## src/rtl/bram_req_client_if.sv

```systemverilog
// Request/response stream bundle between core-side logic and bram_req_client.
interface bram_req_client_if #(
  parameter int unsigned ADDR_WIDTH = 10,
  parameter int unsigned DATA_WIDTH = 32,
  parameter int unsigned WE_WIDTH   = 4
);
  logic                  req_valid;
  logic                  req_ready;
  logic [ADDR_WIDTH-1:0] req_addr;
  logic [WE_WIDTH-1:0]   req_we;
  logic [DATA_WIDTH-1:0] req_data;
  logic                  resp_valid;
  logic                  resp_ready;
  logic [DATA_WIDTH-1:0] resp_data;
  logic                  resp_is_write;

  modport master (
    output req_valid, req_addr, req_we, req_data, resp_ready,
    input  req_ready, resp_valid, resp_data, resp_is_write
  );

  modport slave (
    input  req_valid, req_addr, req_we, req_data, resp_ready,
    output req_ready, resp_valid, resp_data, resp_is_write
  );
endinterface

```

## src/rtl/bram_req_client.sv

```systemverilog
// Initiator-side BRAM port adapter: credit-limited request issue, read-latency tag pipe, in-order response FIFO.
// Define BRAM_CLIENT_WRITE_ACK_EN to track writes and return one response per write.
module bram_req_client #(
  parameter int unsigned ADDR_WIDTH = 10,
  parameter int unsigned DATA_WIDTH = 32,
  parameter int unsigned CHUNKSIZE  = 8,
  parameter int unsigned WE_WIDTH   = 4,
  parameter int unsigned PIPELINED  = 0,
  parameter int unsigned RESP_DEPTH = 4
) (
  input  logic                  CLK,
  input  logic                  RST_N,
  bram_req_client_if.slave      bus,
  output logic                  busy,
  output logic                  bram_en,
  output logic [WE_WIDTH-1:0]   bram_we,
  output logic [ADDR_WIDTH-1:0] bram_addr,
  output logic [DATA_WIDTH-1:0] bram_di,
  input  logic [DATA_WIDTH-1:0] bram_do
);

  localparam int unsigned LAT   = 1 + PIPELINED;
  localparam int unsigned PTR_W = $clog2(RESP_DEPTH);
  localparam int unsigned PW    = PTR_W + 1;
  localparam int unsigned CNT_W = $clog2(RESP_DEPTH + 1);

  if (CHUNKSIZE * WE_WIDTH != DATA_WIDTH) begin : g_bad_lanes
    $error("bram_req_client: DATA_WIDTH must equal CHUNKSIZE*WE_WIDTH");
  end
  if (RESP_DEPTH < 2 || (1 << PTR_W) != RESP_DEPTH) begin : g_bad_depth
    $error("bram_req_client: RESP_DEPTH must be a power of 2 and >= 2");
  end

  logic                  rdy_r;
  logic [CNT_W-1:0]      outstanding;
  logic [CNT_W-1:0]      cnt_next;
  logic [LAT-1:0]        pipe_v;
  logic [PW-1:0]         wr_ptr;
  logic [PW-1:0]         rd_ptr;
  logic [DATA_WIDTH-1:0] mem [RESP_DEPTH];
  logic                  ready_c;
  logic                  accept;
  logic                  tracked;
  logic                  inc;
  logic                  push;
  logic                  pop;
  logic                  resp_valid_c;

  // Credit check uses registered state only, so ready never depends on req_valid.
  assign ready_c      = rdy_r && (outstanding < CNT_W'(RESP_DEPTH));
  assign accept       = bus.req_valid && ready_c;
  assign resp_valid_c = (wr_ptr != rd_ptr);
  assign push         = pipe_v[LAT-1];
  assign pop          = resp_valid_c && bus.resp_ready;
  assign inc          = accept && tracked;

`ifdef BRAM_CLIENT_WRITE_ACK_EN
  logic [LAT-1:0]        pipe_w;
  logic [RESP_DEPTH-1:0] mem_w;

  assign tracked           = 1'b1;
  assign bus.resp_is_write = mem_w[rd_ptr[PTR_W-1:0]];

  always_ff @(posedge CLK or negedge RST_N) begin
    if (!RST_N) begin
      pipe_w <= '0;
    end else begin
      pipe_w <= LAT'({pipe_w, (bus.req_we != '0)});
    end
  end

  always_ff @(posedge CLK) begin
    if (push) begin
      mem_w[wr_ptr[PTR_W-1:0]] <= pipe_w[LAT-1];
    end
  end
`else
  assign tracked           = (bus.req_we == '0);
  assign bus.resp_is_write = 1'b0;
`endif

  assign bus.req_ready  = ready_c;
  assign bus.resp_valid = resp_valid_c;
  assign bus.resp_data  = mem[rd_ptr[PTR_W-1:0]];

  // BRAM port is a straight passthrough; WE is masked when the port is idle.
  assign bram_en   = accept;
  assign bram_we   = accept ? bus.req_we : '0;
  assign bram_addr = bus.req_addr;
  assign bram_di   = bus.req_data;

  always_comb begin
    cnt_next = outstanding;
    case ({inc, pop})
      2'b10:   cnt_next = outstanding + CNT_W'(1);
      2'b01:   cnt_next = outstanding - CNT_W'(1);
      default: cnt_next = outstanding;
    endcase
  end

  always_ff @(posedge CLK or negedge RST_N) begin
    if (!RST_N) begin
      rdy_r       <= 1'b0;
      outstanding <= '0;
      pipe_v      <= '0;
      wr_ptr      <= '0;
      rd_ptr      <= '0;
      busy        <= 1'b0;
    end else begin
      rdy_r       <= 1'b1;
      outstanding <= cnt_next;
      busy        <= (cnt_next != '0);
      pipe_v      <= LAT'({pipe_v, inc});
      if (push) wr_ptr <= wr_ptr + PW'(1);
      if (pop)  rd_ptr <= rd_ptr + PW'(1);
    end
  end

  // Tag leaving the pipe marks the cycle bram_do holds that request's data.
  always_ff @(posedge CLK) begin
    if (push) begin
      mem[wr_ptr[PTR_W-1:0]] <= bram_do;
    end
  end

endmodule

```

## src/flat_wrapper.sv

```systemverilog
// flat-port wrapper written by rule: the top's interface ports become plain ports
module bram_req_client_flat 
#(
  parameter int unsigned ADDR_WIDTH = 10,
  parameter int unsigned DATA_WIDTH = 32,
  parameter int unsigned CHUNKSIZE  = 8,
  parameter int unsigned WE_WIDTH   = 4,
  parameter int unsigned PIPELINED  = 0,
  parameter int unsigned RESP_DEPTH = 4
)
  (CLK, RST_N, busy, bram_en, bram_we, bram_addr, bram_di, bram_do, bus_req_valid, bus_req_addr, bus_req_we, bus_req_data, bus_resp_ready, bus_req_ready, bus_resp_valid, bus_resp_data, bus_resp_is_write);
  bram_req_client_if #(.ADDR_WIDTH(ADDR_WIDTH), .DATA_WIDTH(DATA_WIDTH), .WE_WIDTH(WE_WIDTH)) bus_i ();
  input  logic CLK;
  input  logic RST_N;
  output logic busy;
  output logic bram_en;
  output logic [WE_WIDTH-1:0] bram_we;
  output logic [ADDR_WIDTH-1:0] bram_addr;
  output logic [DATA_WIDTH-1:0] bram_di;
  input  logic [DATA_WIDTH-1:0] bram_do;
  input wire logic [$bits(bus_i.req_valid)-1:0] bus_req_valid;
  input wire logic [$bits(bus_i.req_addr)-1:0] bus_req_addr;
  input wire logic [$bits(bus_i.req_we)-1:0] bus_req_we;
  input wire logic [$bits(bus_i.req_data)-1:0] bus_req_data;
  input wire logic [$bits(bus_i.resp_ready)-1:0] bus_resp_ready;
  output wire logic [$bits(bus_i.req_ready)-1:0] bus_req_ready;
  output wire logic [$bits(bus_i.resp_valid)-1:0] bus_resp_valid;
  output wire logic [$bits(bus_i.resp_data)-1:0] bus_resp_data;
  output wire logic [$bits(bus_i.resp_is_write)-1:0] bus_resp_is_write;
  assign bus_i.req_valid = bus_req_valid;
  assign bus_i.req_addr = bus_req_addr;
  assign bus_i.req_we = bus_req_we;
  assign bus_i.req_data = bus_req_data;
  assign bus_i.resp_ready = bus_resp_ready;
  assign bus_req_ready = bus_i.req_ready;
  assign bus_resp_valid = bus_i.resp_valid;
  assign bus_resp_data = bus_i.resp_data;
  assign bus_resp_is_write = bus_i.resp_is_write;
  bram_req_client #(.ADDR_WIDTH(ADDR_WIDTH), .DATA_WIDTH(DATA_WIDTH), .CHUNKSIZE(CHUNKSIZE), .WE_WIDTH(WE_WIDTH), .PIPELINED(PIPELINED), .RESP_DEPTH(RESP_DEPTH)) u_core (.CLK(CLK), .RST_N(RST_N), .bus(bus_i), .busy(busy), .bram_en(bram_en), .bram_we(bram_we), .bram_addr(bram_addr), .bram_di(bram_di), .bram_do(bram_do));
endmodule
```

## config.mk

```make
export PLATFORM = sky130hd
export DESIGN_NAME = bram_req_client_flat
export DESIGN_NICKNAME = d
export VERILOG_FILES = /design/src/rtl/bram_req_client_if.sv /design/src/rtl/bram_req_client.sv /design/src/flat_wrapper.sv
export SDC_FILE = /design/constraint.sdc
export NUM_CORES = 1
export LEC_CHECK = 0
export ABC_CLOCK_PERIOD_IN_PS = 5400
export CAP_MARGIN = 15
export CORE_MARGIN = 2
export CORE_UTILIZATION = 53
export CTS_BUF_LIST = sky130_fd_sc_hd__clkbuf_4
export DETAILED_ROUTE_END_ITERATION = 10
export PLACE_DENSITY = 0.88
export SLEW_MARGIN = 10
export SYNTH_ARGS = -nofsm -noshare
export SYNTH_HDL_FRONTEND = slang
export SYNTH_SLANG_ARGS = --single-unit
```

## constraint.sdc

```tcl
create_clock -name CLK -period 5.4 [get_ports CLK]
set_input_delay 0.54 -clock CLK [delete_from_list [all_inputs] [get_ports CLK]]
set_output_delay 0.54 -clock CLK [all_outputs]
set_load 0.02 [all_outputs]
```

* Word-level counts from Yosys, hierarchy flattened
Memory sizes are Yosys's and may differ from the RTL's. Cells that the tools add are included.
Cells by class: add/subtract/negate cells 4, order comparisons 1, eq/ne operators 3, muxes and demuxes 4, reductions and logical operators 6
Operators with widths (count):
- adder 3 x 1 -> 3 bit, second input constant | 3
- one-hot mux 3 bit (2 select lines) | 1
- logical AND 1 bit | 4
- logical NOT 4 bit | 1
- 2-to-1 mux 4 bit | 1
- less-than comparator 3 bit, second input constant | 1
- inequality test 3 bit | 1
- nonzero test 3 bit | 1
- subtractor 3 x 1 -> 3 bit, second input constant | 1
- equality test 2 x 1 -> 1 bit, second input constant | 1
- equality test 2 bit, second input constant | 1
- 2-to-1 mux 1 bit | 2
Word-level totals: register bits 12, bits in writable memories 128, input port bits 82, output and inout bits 83, logic and storage cells 25, memories 1
Memory list:
- u_core.mem | words 4, bits a word 32, rd ports 1, clocked after memory_dff 0, write ports 1, RTL line bram_req_client.sv:40 | logic [DATA_WIDTH-1:0] mem [RESP_DEPTH];

* Longest topological paths before layout
depth after elaboration 7, mapped depth 8

* Worst setup path before layout
Ideal clock, no wire load.
path type register -> register, start point reg u_core.outstanding[2], end point reg u_core.busy, library setup time 0.134 ns, arrival 2.169 ns, required time 5.266 ns, setup slack 3.097 ns, cell stages (with the launch flop) 9, path buffers 0, period minus slack after synthesis 2.303 ns, cells stage by stage dfrtp_1 > nor2b_1 > and3_1 > inv_1 > ha_1 > fa_1 > mux2_2 > nor2_1 > nand3_1
On the way: word-level cells in the longest chain between the ends 7
Ends and longest elaborated chain:
- start: declaration | RTL line bram_req_client.sv:35 | logic [CNT_W-1:0] outstanding;
- start signal: assignment | RTL line bram_req_client.sv:111 | outstanding <= cnt_next;
- less-than comparator 3 bit (*) | RTL line bram_req_client.sv:50 | assign ready_c = rdy_r && (outstanding < CNT_W'(RESP_DEPTH));
- logical AND 1 bit (*) | RTL line bram_req_client.sv:50
- net bus_req_ready | RTL line flat_wrapper.sv:26 | output wire logic [$bits(bus_i.req_ready)-1:0] bus_req_ready;
- logical AND 1 bit (*) | RTL line bram_req_client.sv:51 | assign accept = bus.req_valid && ready_c;
- logical AND 1 bit (*) | RTL line bram_req_client.sv:55 | assign inc = accept && tracked;
- net u_core.inc | RTL line bram_req_client.sv:44 | logic inc;
- equality test 2 x 1 -> 1 bit or equality test 2 bit (tied branches) | RTL line bram_req_client.sv:94 | case ({inc, pop})
- one-hot mux 3 bit (2 select lines) (*) | RTL line bram_req_client.sv:94
- net u_core.cnt_next[1] | RTL line bram_req_client.sv:36 | logic [CNT_W-1:0] cnt_next;
- nonzero test 3 bit (*) | RTL line bram_req_client.sv:112 | busy <= (cnt_next != '0);
- end signal: assignment | RTL line bram_req_client.sv:112
- end: declaration | RTL line bram_req_client.sv:14 | output logic busy,
Mark *: on every way through the listed nets, which the timed path passes. The rest lies on a longest branch. A chain may end at the register's enable or synchronous reset.

* Final worst setup path
start point reg u_core.rd_ptr[0], end point out bus_resp_data[0]
On the way: word-level cells in the longest chain between the ends 1
Ends and longest elaborated chain:
- start: declaration | RTL line bram_req_client.sv:39 | logic [PW-1:0] rd_ptr;
- start signal: assignment | RTL line bram_req_client.sv:115 | if (pop) rd_ptr <= rd_ptr + PW'(1);
- memory read (4 x 32 bit)
- end: declaration | RTL line flat_wrapper.sv:28 | output wire logic [$bits(bus_i.resp_data)-1:0] bus_resp_data;
Every way passes these cells.

==> results.cfg <==
[drt]
drt-initial-drc-count = 108
vias_per_cell = 5.56
route.detailed.drc = 0
num_vias = 2642
ant_nets = 0
first_pass_iters = 4
wire_per_inst_um = 20.1
wirelength_um = 9540

[global_routing]
gr-usage-all-layers = 0.177
grt_pass1_vias = 2862
grt_pass1_wl_um = 14900
grt_max_degree = 37
globalRoute.totalOverflow = 0
antenna_found_initial = 0

[sta]
fin_crit_sh = 0.630
fin_crit_ps = 3400
slew_viol_final = 0
fin_worst_skew_ps = 18.6
final.setup.worst_slack_ps = 2000
setup_viol = 0
relSlewSlack = 0.389
worstMarginPinSlew_ps = 916
max_freq_mhz = 294
whs_ps = 377
tns_ps = 0
hold_viol = 0
rsz0062_at_grt = false

[clock_tree]
htree_num_levels = 4
cts_sinks = 140
cts_setup_buffers = 0
max-clock-path-buffers = 2
cts_made_buffers = 17
cts-root-buf = clkbuf_4
clk_pin_slew_ps = 120
cts_hold_buf = 0
cts_resized = 0
cts_tree = done
clk_latency_ps = 510

[floorplan]
dieArea_um2 = 11600
die_y_um = 108
initial_core_util = 0.550
fp.dieW_um = 108
rows = 37
io_pins = 165
core-area_um2 = 10400

[logic_synthesis]
ys_seq_area_frac = 0.726
synth_flop_cell = edfxtp_1
yosys_warnings = 0
synth_edf_count = 128
synth_cells = 279
ys_ff_latch = 140
synth.distinct_cells = 32
synth_top_area_frac = 0.674
yosysTopAreaCell = edfxtp_1
synthTopCellsByArea = edfxtp_1 67%, mux4_2 11%, buf_4 5.8%
synth_fp_nets = 368
synth-async-reset-ratio = 0.0857
syn-cell-area_um2 = 5710
syn_area_per_cell_um2 = 20.4

[worst_setup_path]
crit_path_cell_trace = buf_4, mux4_1, clkdlybuf4s50_1
worst-endpoint-arrival_ps = 2860
crit_path_start_kind = flip-flop
worst_r2r_path_depth = 7
r2r_start = u_core.rd_ptr[1]
crit_type = flip-flop to output pin
reg2reg_slack_ps = 2590
crit_path_end_kind = output pin
cpPeakStageDelay_ps = 740
cp.required_ps = 4860
critPathMaxFanout = 19
critPathSlowestCell = dfrtp_2
r2r_end = u_core.busy

[final_layout]
multiInputGateArea_um2 = 1130
syn_to_final_growth_pct = 15.5
stdcell_count = 475
num-fill-cells = 744
seq_area_um2 = 4150
finalInstanceArea_um2 = 6590
final_cell_mix = 128 x edfxtp_1, 79 x clkdlybuf4s50_1, 29 x mux4_2
n_antenna_cell = 0
drive_above_1_share = 0.212
final_common_cell = edfxtp_1
nets = 416

[pwr]
p_per_area_nw_per_um2 = 443
leakagePower_nw = 2.19
peakVddDrop_v = 0.000273

[place]
post-place-ws_ps = 2480
place_congestion = 0.678
dpl.cell_count = 444
postPlaceCellArea_um2 = 6260
dp_hpwl_um = 5800
port_buffers = 79

[outcome]
status = finished, final reports clean

[run]
drv_cap = 0

[min_path]
hold_class = primary input to asynchronous set/reset pin
## kinds of logic after synthesis
kind of cell               share of synthesized area
DFF                                            0.726
muxes                                          0.130
AOI/OAI and AO/OA                            0.00877
adders and majority gates                     0.0167
and+or+nand+nor                               0.0261
buffers and inverters                         0.0757
other                                        0.00132
xor gates and xnor gates                      0.0149
## how the worst max path moves through the flow
stage / startpoint / endpoint / slack, ps / cells past startpoint
floorplan: u_core.outstanding[2] / u_core.busy / 3100 / 8
global placement: u_core.rd_ptr[0] / bus_resp_data[30] / 2470 / 3
detailed placement: u_core.rd_ptr[0] / bus_resp_data[0] / 2480 / 3
CTS: u_core.rd_ptr[0] / bus_resp_data[0] / 1890 / 3
global route: u_core.rd_ptr[0] / bus_resp_data[30] / 1750 / 3
finish: u_core.rd_ptr[0] / bus_resp_data[0] / 2000 / 3
## cell usage after synthesis (2+ instances only)
library cell / n
xnor2_2: 2
and3_1: 6
buf_4: 44
nand2_1: 4
edfxtp_1: 128
o21ai_0: 3
dfrtp_1: 12
buf_12: 3
nand3_1: 4
conb_1: 2
nor2_1: 2
mux4_1: 3
ha_1: 6
xor2_1: 3
buf_2: 3
and2_1: 5
inv_1: 4
mux4_2: 29
xnor2_1: 3
## worst max-delay path: cells and delay by family (launching register included)
| kind | cells | cell delay [ps] |
|---|---|---|
| multiplexers | 1 | 600 |
| buffers and inverters | 2 | 1020 |
| flip-flops | 1 | 740 |
## flip-flops by register name, indices dropped and copies added (netlist names)
| register | flops |
|---|---|
| u_core.wr_ptr | 3 |
| u_core.rdy_r | 1 |
| u_core.rd_ptr | 3 |
| u_core.mem | 128 |
| u_core.pipe_v | 1 |
| u_core.busy | 1 |
| u_core.outstanding | 3 |
## power breakdown
group | total (mW) | internal, mW | switching (mW)
sequential | 1.31 | 1.22 | 0.0949
combinational | 0.860 | 0.473 | 0.387
clock | 0.747 | 0.375 | 0.372
total | 2.92 | 2.07 | 0.854
## through the flow
stage	utilization	power, mW
detailed placement	0.604	2.20
floorplan	-	1.96
global route	0.636	3.07
CTS	0.636	2.95
finish	0.636	2.92
global placement	0.604	2.18
## layout make-up
class                      count  share of cell area
sequential                   140               0.629
multi-input combinational     84               0.172
timing repair buffer          80               0.121
clock inverter                13              0.0290
tap                          136              0.0258
clock buffer                  18              0.0205
inverter                       4             0.00228
## metal layers
metal / wire length, um / vias to the layer above / GRT usage
met5: 0 / - / 0
met4: 41 / 0 / 0.0623
met3: 763 / 6 / 0.0654
met2: 4940 / 133 / 0.291
met1: 3800 / 1346 / 0.218
li1: - / 1157 / -
Power figures use the tool's default switching activity.
